## config.mk

```make
export PLATFORM = sky130hd
export DESIGN_NAME = mic_pair_emulator
export DESIGN_NICKNAME = d
export VERILOG_FILES = /design/src/rtl/mic_emu_pkg.sv /design/src/rtl/mic_burst_gen.sv /design/src/rtl/mic_pair_emulator.sv
export SDC_FILE = /design/constraint.sdc
export NUM_CORES = 1
export LEC_CHECK = 0
export ABC_CLOCK_PERIOD_IN_PS = 2900
export CAP_MARGIN = 40
export CORE_ASPECT_RATIO = 0.9
export CORE_MARGIN = 5
export CORE_UTILIZATION = 33
export CTS_CLUSTER_DIAMETER = 80
export DETAILED_ROUTE_END_ITERATION = 8
export PLACE_DENSITY_LB_ADDON = 0.2
export SYNTH_ARGS = -nofsm -noshare
export SYNTH_HDL_FRONTEND = slang
export SYNTH_SLANG_ARGS = --single-unit
export TNS_END_PERCENT = 100
```

## constraint.sdc

```tcl
create_clock -name HCLK -period 2.9 [get_ports HCLK]
set_input_delay 0.435 -clock HCLK [delete_from_list [all_inputs] [get_ports HCLK]]
set_output_delay 0.435 -clock HCLK [all_outputs]
set_load 0.05 [all_outputs]
```

## src/rtl/mic_emu_pkg.sv

```systemverilog
// Shared widths, state encodings and helpers for the two-channel microphone stimulus source.
package mic_emu_pkg;

  localparam int DLY_W = 17;
  localparam int LEN_W = 8;
  localparam int NUM_W = 3;

  typedef enum logic [1:0] {
    T_IDLE,
    T_WAIT,
    T_RUN,
    T_DONE
  } top_state_e;

  typedef enum logic [1:0] {
    G_IDLE,
    G_LOW,
    G_HIGH
  } gen_state_e;

  // A programmed length of zero would give a zero-cycle phase; clamp it to one.
  function automatic logic [LEN_W-1:0] len_min1(input logic [LEN_W-1:0] v);
    return (v == '0) ? LEN_W'(1) : v;
  endfunction

  function automatic logic [NUM_W-1:0] num_min1(input logic [NUM_W-1:0] v);
    return (v == '0) ? NUM_W'(1) : v;
  endfunction

endpackage

```

## src/rtl/mic_burst_gen.sv

```systemverilog
// One channel: on go, emits pulse_num active-low pulses of pulse_len cycles separated by gap_len high cycles.
module mic_burst_gen
  import mic_emu_pkg::*;
(
  input  logic             HCLK,
  input  logic             HRESET,
  input  logic             go,
  input  logic [LEN_W-1:0] pulse_len,
  input  logic [LEN_W-1:0] gap_len,
  input  logic [NUM_W-1:0] pulse_num,
  output logic             out,
  output logic             active,
  output logic [1:0]       state_dbg
);

  gen_state_e       state_q, state_d;
  logic [LEN_W-1:0] cnt_q, cnt_d;
  logic [NUM_W-1:0] pcnt_q, pcnt_d;
  logic [LEN_W-1:0] plen_q, plen_d;
  logic [LEN_W-1:0] glen_q, glen_d;
  logic             out_q, out_d;

  always_ff @(posedge HCLK) begin
    if (HRESET) begin
      state_q <= G_IDLE;
      cnt_q   <= '0;
      pcnt_q  <= '0;
      plen_q  <= '0;
      glen_q  <= '0;
      out_q   <= 1'b1;
    end else begin
      state_q <= state_d;
      cnt_q   <= cnt_d;
      pcnt_q  <= pcnt_d;
      plen_q  <= plen_d;
      glen_q  <= glen_d;
      out_q   <= out_d;
    end
  end

  // cnt holds the cycles left in the current phase minus one; pcnt the pulses left after this one.
  always_comb begin
    state_d = state_q;
    cnt_d   = cnt_q;
    pcnt_d  = pcnt_q;
    plen_d  = plen_q;
    glen_d  = glen_q;
    out_d   = out_q;
    if (go) begin
      state_d = G_LOW;
      out_d   = 1'b0;
      plen_d  = len_min1(pulse_len);
      glen_d  = len_min1(gap_len);
      cnt_d   = len_min1(pulse_len) - LEN_W'(1);
      pcnt_d  = num_min1(pulse_num) - NUM_W'(1);
    end else begin
      case (state_q)
        G_LOW: begin
          if (cnt_q != '0) begin
            cnt_d = cnt_q - LEN_W'(1);
          end else if (pcnt_q == '0) begin
            state_d = G_IDLE;
            out_d   = 1'b1;
          end else begin
            state_d = G_HIGH;
            out_d   = 1'b1;
            cnt_d   = glen_q - LEN_W'(1);
            pcnt_d  = pcnt_q - NUM_W'(1);
          end
        end
        G_HIGH: begin
          if (cnt_q != '0) begin
            cnt_d = cnt_q - LEN_W'(1);
          end else begin
            state_d = G_LOW;
            out_d   = 1'b0;
            cnt_d   = plen_q - LEN_W'(1);
          end
        end
        default: begin
          state_d = G_IDLE;
          out_d   = 1'b1;
        end
      endcase
    end
  end

  assign out       = out_q;
  assign active    = (state_q != G_IDLE);
  assign state_dbg = state_q;

endmodule

```

## src/rtl/mic_pair_emulator.sv

```systemverilog
// Drives left/right active-low microphone lines with matched bursts, the lagging channel offset by delay cycles.
module mic_pair_emulator
  import mic_emu_pkg::*;
(
  input  logic             HCLK,
  input  logic             HRESET,
  input  logic             start,
  input  logic             lead_right,
  input  logic [DLY_W-1:0] delay,
  input  logic [LEN_W-1:0] pulse_len,
  input  logic [LEN_W-1:0] gap_len,
  input  logic [NUM_W-1:0] pulse_num,
  output logic             microphone_left,
  output logic             microphone_right,
  output logic             busy,
  output logic             done,
  output logic [5:0]       state_dbg
);

  // Handshake: start is a one-cycle request taken only in IDLE; there is no ready,
  // the caller watches busy, and requests while busy are dropped.
  top_state_e       state_q, state_d;
  logic [DLY_W-1:0] dcnt_q, dcnt_d;
  logic             lead_right_q, lead_right_d;
  logic [LEN_W-1:0] plen_q, plen_d, glen_q, glen_d;
  logic [NUM_W-1:0] pnum_q, pnum_d;
  logic             busy_q, busy_d, done_q, done_d;
  logic             lead_go, lag_go, left_go, right_go;
  logic             left_active, right_active;
  logic             idle, lr_sel;
  logic [LEN_W-1:0] plen_sel, glen_sel;
  logic [NUM_W-1:0] pnum_sel;
  logic [1:0]       left_dbg, right_dbg;

  always_ff @(posedge HCLK) begin
    if (HRESET) begin
      state_q      <= T_IDLE;
      dcnt_q       <= '0;
      lead_right_q <= 1'b0;
      plen_q       <= '0;
      glen_q       <= '0;
      pnum_q       <= '0;
      busy_q       <= 1'b0;
      done_q       <= 1'b0;
    end else begin
      state_q      <= state_d;
      dcnt_q       <= dcnt_d;
      lead_right_q <= lead_right_d;
      plen_q       <= plen_d;
      glen_q       <= glen_d;
      pnum_q       <= pnum_d;
      busy_q       <= busy_d;
      done_q       <= done_d;
    end
  end

  always_comb begin
    state_d      = state_q;
    dcnt_d       = dcnt_q;
    lead_right_d = lead_right_q;
    plen_d       = plen_q;
    glen_d       = glen_q;
    pnum_d       = pnum_q;
    lead_go      = 1'b0;
    lag_go       = 1'b0;
    case (state_q)
      T_IDLE: begin
        if (start) begin
          lead_right_d = lead_right;
          plen_d       = pulse_len;
          glen_d       = gap_len;
          pnum_d       = pulse_num;
          lead_go      = 1'b1;
          if (delay == '0) begin
            lag_go  = 1'b1;
            state_d = T_RUN;
          end else begin
            dcnt_d  = delay;
            state_d = T_WAIT;
          end
        end
      end
      T_WAIT: begin
        if (dcnt_q != '0) dcnt_d = dcnt_q - DLY_W'(1);
        if (dcnt_q == DLY_W'(1)) begin
          lag_go  = 1'b1;
          state_d = T_RUN;
        end
      end
      T_RUN: begin
        if (!left_active && !right_active) state_d = T_DONE;
      end
      default: state_d = T_IDLE;
    endcase
    busy_d = (state_d != T_IDLE);
    done_d = (state_d == T_DONE);
  end

  // In the launch cycle the latch is not yet loaded, so the generators see the live inputs.
  assign idle     = (state_q == T_IDLE);
  assign lr_sel   = idle ? lead_right : lead_right_q;
  assign plen_sel = idle ? pulse_len  : plen_q;
  assign glen_sel = idle ? gap_len    : glen_q;
  assign pnum_sel = idle ? pulse_num  : pnum_q;
  assign left_go  = lr_sel ? lag_go  : lead_go;
  assign right_go = lr_sel ? lead_go : lag_go;

  mic_burst_gen u_left (
    .HCLK      (HCLK),
    .HRESET    (HRESET),
    .go        (left_go),
    .pulse_len (plen_sel),
    .gap_len   (glen_sel),
    .pulse_num (pnum_sel),
    .out       (microphone_left),
    .active    (left_active),
    .state_dbg (left_dbg)
  );

  mic_burst_gen u_right (
    .HCLK      (HCLK),
    .HRESET    (HRESET),
    .go        (right_go),
    .pulse_len (plen_sel),
    .gap_len   (glen_sel),
    .pulse_num (pnum_sel),
    .out       (microphone_right),
    .active    (right_active),
    .state_dbg (right_dbg)
  );

  assign busy      = busy_q;
  assign done      = done_q;
  assign state_dbg = {state_q, left_dbg, right_dbg};

endmodule

```

# Word-level counts from Yosys, hierarchy flattened
# Cells that the tools add are included.
dict set report word_totals {
  inputBits 40
  ff_bits 101
  out_inout_bits 10
  elab_cells 151
}
dict set report op_classes {
  mux 60
  eq_ne 25
  n_reduce_logical 33
  n_addsub 11
}
# operator n
set ops {}
lappend ops {{$mux W8} 12}
lappend ops {{$sub A8 B1 Y8 const B} 7}
lappend ops {{$mux W17} 3}
lappend ops {{$pmux W17 S2} 1}
lappend ops {{$pmux W8 S2} 2}
lappend ops {{$mux W3} 10}
lappend ops {{$ne A2 B2 Y1 const B} 11}
lappend ops {{$mux W2} 10}
lappend ops {{$eq A17 B1 Y1 const B} 1}
lappend ops {{$logic_not A17 Y1} 1}
lappend ops {{$reduce_bool A17 Y1} 1}
lappend ops {{$sub A17 B1 Y17 const B} 1}
lappend ops {{$logic_not A8 Y1} 2}
lappend ops {{$mux W1} 16}
lappend ops {{$reduce_bool A8 Y1} 2}
lappend ops {{$reduce_and A2 Y1} 7}
lappend ops {{$ne A3 B3 Y1 const B} 4}
lappend ops {{$reduce_bool A2 Y1} 6}
lappend ops {{$logic_not A3 Y1} 3}
lappend ops {{$sub A3 B1 Y3 const B} 3}
lappend ops {{$eq A2 B2 Y1 const B} 4}
lappend ops {{$ne A4 B3 Y1 const B} 2}
lappend ops {{$pmux W2 S2} 2}
lappend ops {{$eq A2 B1 Y1 const B} 3}
lappend ops {{9 further kinds} 15}

# Longest topological paths before layout
# Gate-level depths: netlist of the first run.
dict set report depth {
  word_depth 7
  mapped_depth 11
  mapped_depth_nobuf 9
}

# Modules after synthesis
# A second synthesis of the first run with hierarchy kept.
dict set report hier_totals {
  cells_unflattened 776
  area_unflattened_um2 6194.7
}
# mod cells_each instances seq_area_each_um2 area_each_um2
set modules_own_cells {}
lappend modules_own_cells {mic_burst_gen 242 2 600.6 1960.6}
lappend modules_own_cells {mic_pair_emulator 292 1 820.8 2273.4}

# Worst setup path after synthesis of the first run
# No wires, ideal clock.
dict set report synth_timing {
  kind {register -> register}
  startpoint {register state_q[0]}
  endpoint {register u_right.cnt_q[6]}
  arrival_ns 2.757
  path_buffers 3
  t_required_ns 2.805
  path_stages_with_launch 11
  setup_time_ns 0.095
  setup_slack_ns 0.047
  synth_period_minus_slack_ns 2.853
  cell_sequence {dfxtp_1 > clkbuf_1 > nor2_1 > clkbuf_1 > buf_2 > mux2i_1 > ha_1 > o21ai_1 > nor2_1 > xor2_1 > a221oi_1}
}
dict set report synth_via {
  elab_chain_cells 6
  word_cells_on_any_way 14
  cone_classes {add/sub (1); eq/ne (2); mux (7); reduce/logical (4)}
}
# element line
set synth_lines {}
lappend synth_lines {{start, declared} mic_pair_emulator.sv:22} ;# top_state_e state_q, state_d;
lappend synth_lines {{start signal, assigned} mic_pair_emulator.sv:46} ;# state_q <= state_d;
lappend synth_lines {{$logic_not A2 Y1} {mic_pair_emulator.sv:66, mic_pair_emulator.sv:100}}
lappend synth_lines {{$mux W8} mic_pair_emulator.sv:102} ;# assign plen_sel = idle ? pulse_len : plen_q;
lappend synth_lines {{$logic_not A8 Y1} mic_emu_pkg.sv:23} ;# return (v == '0) ? LEN_W'(1) : v;
lappend synth_lines {{$mux W8} mic_emu_pkg.sv:23}
lappend synth_lines {{$sub A8 B1 Y8} mic_burst_gen.sv:54} ;# cnt_d = len_min1(pulse_len) - LEN_W'(1);
lappend synth_lines {{$mux W8} mic_burst_gen.sv:49} ;# if (go) begin
lappend synth_lines {{end signal, assigned} mic_burst_gen.sv:33} ;# cnt_q <= cnt_d;
lappend synth_lines {{end, declared} mic_burst_gen.sv:17} ;# logic [LEN_W-1:0] cnt_q, cnt_d;
# Several ways; a longest one is shown, not always the timed one.
# A chain may end at the register's enable or synchronous reset.

# Worst setup path after layout of the first run
dict set report layout_timing {
  startpoint {input pulse_len[1]}
  endpoint {register u_right.cnt_q[6]}
}
dict set report layout_via {
  elab_chain_cells 5
}
# element line
set layout_lines {}
lappend layout_lines {{start, declared} mic_pair_emulator.sv:10} ;# input logic [LEN_W-1:0] pulse_len,
lappend layout_lines {{$mux W8 *} mic_pair_emulator.sv:102}
lappend layout_lines {{$logic_not A8 Y1} mic_emu_pkg.sv:23}
lappend layout_lines {{$mux W8 *} mic_emu_pkg.sv:23}
lappend layout_lines {{$sub A8 B1 Y8 *} mic_burst_gen.sv:54}
lappend layout_lines {{$mux W8 *} mic_burst_gen.sv:49}
# Every way passes the cells marked *; elsewhere a longest branch is shown, timed or not.

==> results of run 1 <==
[registers in the layout, summed over array words and instances (netlist names), 3 cells and up]
register and cells:
dcnt_q 17, glen_q 8, plen_q 8, u_left.cnt_q 8, u_left.glen_q 8, u_left.plen_q 8, u_right.cnt_q 8, u_right.glen_q 8
u_right.plen_q 8, pnum_q 3, u_left.pcnt_q 3, u_right.pcnt_q 3
[routing by layer]
layer  global-route usage [%]  vias to the layer above  wire (microns)
met1                     23.2                     2633            8860
met5                        0                        -               0
li1                         -                     2911               -
met3                     4.18                       13             918
met4                     4.08                        0             218
met2                     23.0                      143            7190
[area by class of cell]
cell class / count / area [sq um]
clock inverters: 6 / 86.3
clock buffers: 10 / 239
flip-flops and latches: 101 / 2020
well taps: 240 / 300
repair buffers: 80 / 758
multi-input cells: 603 / 3740
inverters: 24 / 90.1
fillers: 1835 / 10500
[through the flow]
step / instance area, sq um / util (%) / instances / power (uW) / setup WS, ns
floorplan: 6030 / - / 776 / 2710 / 0.0475
global placement: 6910 / 38.9 / 1048 / 3180 / 0.00992
detailed placement: 6910 / 38.9 / 1048 / 3170 / -0.0195
CTS: 7240 / 40.7 / 1064 / 4520 / 0.349
global route: 7240 / 40.7 / 1064 / 4770 / 0.00472
finish: 7240 / 40.7 / 1064 / 4490 / 0.343
[synthesized netlist by cell type (5+ instances only)]
master,n
sky130_fd_sc_hd__dfxtp_1,101
sky130_fd_sc_hd__nand2_1,87
sky130_fd_sc_hd__a21oi_1,77
sky130_fd_sc_hd__nor2_1,72
sky130_fd_sc_hd__a211oi_1,42
sky130_fd_sc_hd__clkbuf_1,39
sky130_fd_sc_hd__nor3_1,32
sky130_fd_sc_hd__mux2i_1,25
sky130_fd_sc_hd__inv_1,24
sky130_fd_sc_hd__nor4_1,24
sky130_fd_sc_hd__nand2b_1,18
sky130_fd_sc_hd__xnor2_1,18
sky130_fd_sc_hd__ha_1,17
sky130_fd_sc_hd__o21ai_1,17
sky130_fd_sc_hd__o21ai_0,14
sky130_fd_sc_hd__or3_1,14
sky130_fd_sc_hd__nand3_1,13
sky130_fd_sc_hd__xor2_1,13
sky130_fd_sc_hd__nor2b_1,11
sky130_fd_sc_hd__nor3b_1,8
sky130_fd_sc_hd__a21o_1,7
sky130_fd_sc_hd__o32ai_1,7
sky130_fd_sc_hd__or2_2,7
sky130_fd_sc_hd__buf_2,6
sky130_fd_sc_hd__o31a_1,6
sky130_fd_sc_hd__and3_1,5
sky130_fd_sc_hd__nand4_1,5
sky130_fd_sc_hd__o31ai_1,5
[worst max-delay path by stage]
stage,startpoint,end,slack [ns],depth (start not counted)
3_5_place_dp,pulse_len[1],u_right.cnt_q[6],-0.02,10
4_1_cts,pulse_len[1],u_right.cnt_q[6],0.35,10
5_1_grt,pulse_len[1],u_right.cnt_q[6],0.005,10
3_3_place_gp,pulse_len[1],u_right.cnt_q[6],0.01,10
6_report,pulse_len[1],u_right.cnt_q[6],0.34,10
2_1_floorplan,state_q[0],u_right.cnt_q[6],0.05,10
[worst max-delay path: cells and delay by family]
family,cells,cell delay (ns)
compound gates,3,0.58
fa+ha+maj,1,0.24
buf+inv,1,0.42
xor+xnor,1,0.16
simple gates,4,1.01
[cell families after synthesis]
kind of cell	share of synthesized area, %
multiplexers	4.52
XOR/XNOR	4.50
AO/OA/AOI/OAI	23.4
buffers and inverters	4.73
AND/OR/NAND/NOR	25.8
adder cells (fa/ha/maj)	3.53
flip-flops	33.5
[power by group through the flow]
stage	Combinational (uW)	Sequential, uW	Clock, uW
after floorplan	1030	1690	0
after global placement	1470	1710	0
after detailed placement	1470	1710	0
after CTS	1480	1670	1370
after global routing	1640	1700	1420
final	1480	1680	1340
[cell usage in the layout, fill, tap and decap left out, types with 18 or more instances in the layout]
cell                              netlist  final
sky130_fd_sc_hd__a21oi_1               77     77
sky130_fd_sc_hd__a211oi_1              42     42
sky130_fd_sc_hd__clkdlybuf4s50_1        0     48
sky130_fd_sc_hd__dfxtp_1              101    101
sky130_fd_sc_hd__nor4_1                24     24
sky130_fd_sc_hd__xnor2_1               18     18
sky130_fd_sc_hd__nand2b_1              18     18
sky130_fd_sc_hd__buf_4                  0     29
sky130_fd_sc_hd__nor2_1                72     71
sky130_fd_sc_hd__nand2_1               87     87
sky130_fd_sc_hd__mux2i_1               25     25
sky130_fd_sc_hd__nor3_1                32     32
sky130_fd_sc_hd__inv_1                 24     24
==> PnR_summary.wiki, run 1 <==
{| class="wikitable"
! Metric !! Value
|-
| Library cell contributing the largest single delay on the critical path || sky130_fd_sc_hd__or4_1
|-
| NumNets Final || 876
|-
| Width of the die || 152 microns
|-
| Number of failing hold endpoints at the final stage || 0
|-
| Overall via count from detail_route || approximately 5,700
|-
| Leading cell types by total area after synthesis || sky130_fd_sc_hd__dfxtp_1 34%, sky130_fd_sc_hd__a21oi_1 6.4%, sky130_fd_sc_hd__nand2_1 5.4%, sky130_fd_sc_hd__a211oi_1 5.2%, sky130_fd_sc_hd__nor2_1 4.5%
|-
| GRT Util Overall || between 15 and 20%
|-
| Number of distinct standard cells referenced by the synthesized netlist || 62
|-
| Area of the core || approximately 0.018 sq mm
|-
| Tightest Pin Transition || just under 0.8 ns
|-
| Setup Viol. Count Final || 0
|-
| Sequential Power Share || a little under two fifths
|-
| Internal power contribution || roughly 2900 uW
|-
| Static power due to leakage || roughly 0.0027 uW
|-
| Maximum cell stage delay along the critical path || 0.56 ns
|-
| Post-route ant nets || 0
|-
| Cell accounting for the most synthesized area || sky130_fd_sc_hd__dfxtp_1
|-
| Post-synth net total || between 800 and 900
|-
| Max H-tree Level || 3
|-
| Pwr dens || approximately 620 mW/mm^2
|-
| Share of power burned in the clock network || 29.7%
|-
| Cell depth of the worst hold path || 2
|-
| Data arrival time of the worst path || between 2 and 3 ns
|-
| Clock Pin Slew Worst Setup and Hold Paths || 0.08 ns
|-
| Sw Share || approximately 36%
|-
| Most used DFF post-synth || sky130_fd_sc_hd__dfxtp_1
|-
| Cells on worst reg2reg path || 7
|-
| Number of gates given a new drive strength after cts || 0
|-
| Global-route wire length before repair || around 28,000 microns
|-
| Max Clock Skew || between 0.007 and 0.008 ns
|-
| Data required time of the worst path || around 3.2 ns
|-
| Antenna Cells || 0
|-
| Critical-path cell list || clkdlybuf4s50_1 > or4_1 > o31a_1 > nor4_1 > nor3_1 > ha_1 > o21ai_1 > nor2_1 > xor2_1 > a221oi_1
|-
| Setup repair bufs after CTS || 0
|-
| Fraction of the yosys area taken by sequential cells || between 30% and 40%
|-
| Post-synthesis register bit count || 101
|-
| Max Slew Vio Count || 0
|-
| IO buf count || 49
|-
| Synthesis Warnings || 0
|-
| Setup total negative slack || 0 ns
|-
| Detailed-route wire length per cell || ~16 microns
|-
| First-iteration detailed-routing DRC count || roughly 430
|-
| Detailed-route DRC error count || 0
|-
| Combinational share of power || 32.9%
|-
| Number of buffers on the longest clock path || 2
|-
| Cell Area, Synth || between 0.006 and 0.007 sq mm
|-
| Classification of the worst setup path || input port to register
|-
| TritonCTS clock tree || done
|-
| Initial antenna violation count || 0
|-
| Max-slew headroom || between 40% and 50%
|-
| Gate count of the mapped netlist || between 700 and 800
|-
| Buffer cell driving the clock tree root || sky130_fd_sc_hd__clkbuf_16
|-
| Number of max-cap violations || 0
|-
| Clock buffer count from CTS || 9
|-
| Total global routing overflow || 0
|-
| Via count of the first global-routing pass || ~5,200
|-
| Initial core utilization || between 30% and 40%
|-
| Kind of end point of the critical path || register
|-
| Number of detailed-route iterations in the first pass || 5
|-
| Routability Congestion || ~0.86
|-
| Result of the run || finished, final reports clean
|-
| Vertical die dimension || about 140 microns
|-
| Hold Crit Endpoint || plen_q[0]
|-
| Layout-stage area growth over the synthesis result || 20.0%
|-
| RSZ-0062 raised after global routing || false
|-
| Critical Path Source Type || input port
|-
| Floorplan die area || 0.0211 sq mm
|-
| Period utilisation layout || between 80% and 90%
|-
| DPL Wire Length || between 10,000 and 15,000 microns
|-
| Number of top-level pins || 50
|-
| Peak supply drop || ~0.27 mV
|-
| Maximum clock rate || between 0.3 and 0.4 GHz
|-
| Net Sw Power || 1620 uW
|-
| Largest net degree at the start of global routing || 56
|-
| End of the worst register-to-register path || u_left.cnt_q[1]
|-
| Number of synthesized flops with an enable pin || 0
|-
| Hold Crit Start || plen_q[0]
|-
| Area share of the leading cell type in the synthesized netlist || about 34%
|-
| Hold_buf cts || 0
|-
| Startpoint of the most critical register-to-register path || u_left.cnt_q[2]
|-
| Sinks on Clock Net || a little over 100
|-
| R2r setup slk || around 0.42 ns
|-
| Layout cells sized above 1 || roughly 7.9%
|-
| Row count || 46
|-
| Insertion delay of the later-clocked pin in the worst-skew pair || 0.36 ns
|-
| Proportion of register bits with asynchronous set or reset after synthesis || 0%
|-
| Hold WS || between 0.4 and 0.5 ns
|-
| Ratio of routed vias to standard cells || ~5.4
|-
| HP Class || register to register
|-
| Minimum period implied by the final worst setup slack || ~2.6 ns
|-
| Top fanout value on the critical path || 2
|-
| Post-synthesis area per instance || 7.77 sq um
|-
| Final WL || around 17,000 microns
|}
Power figures use the tool's default switching activity.
==> run 2: changes to the inputs <==
Settings changed: SKIP_LAST_GASP set to 1.
==> results of run 2 <==
Same layout as run 1: the final DEF is identical, and so are final timing and power.
==> run 3: changes to the inputs <==
Settings changed: ABC_CLOCK_PERIOD_IN_PS 2900 to not set.
==> results of run 3 <==
Same layout as run 1: the final DEF is identical, and so are final timing and power.
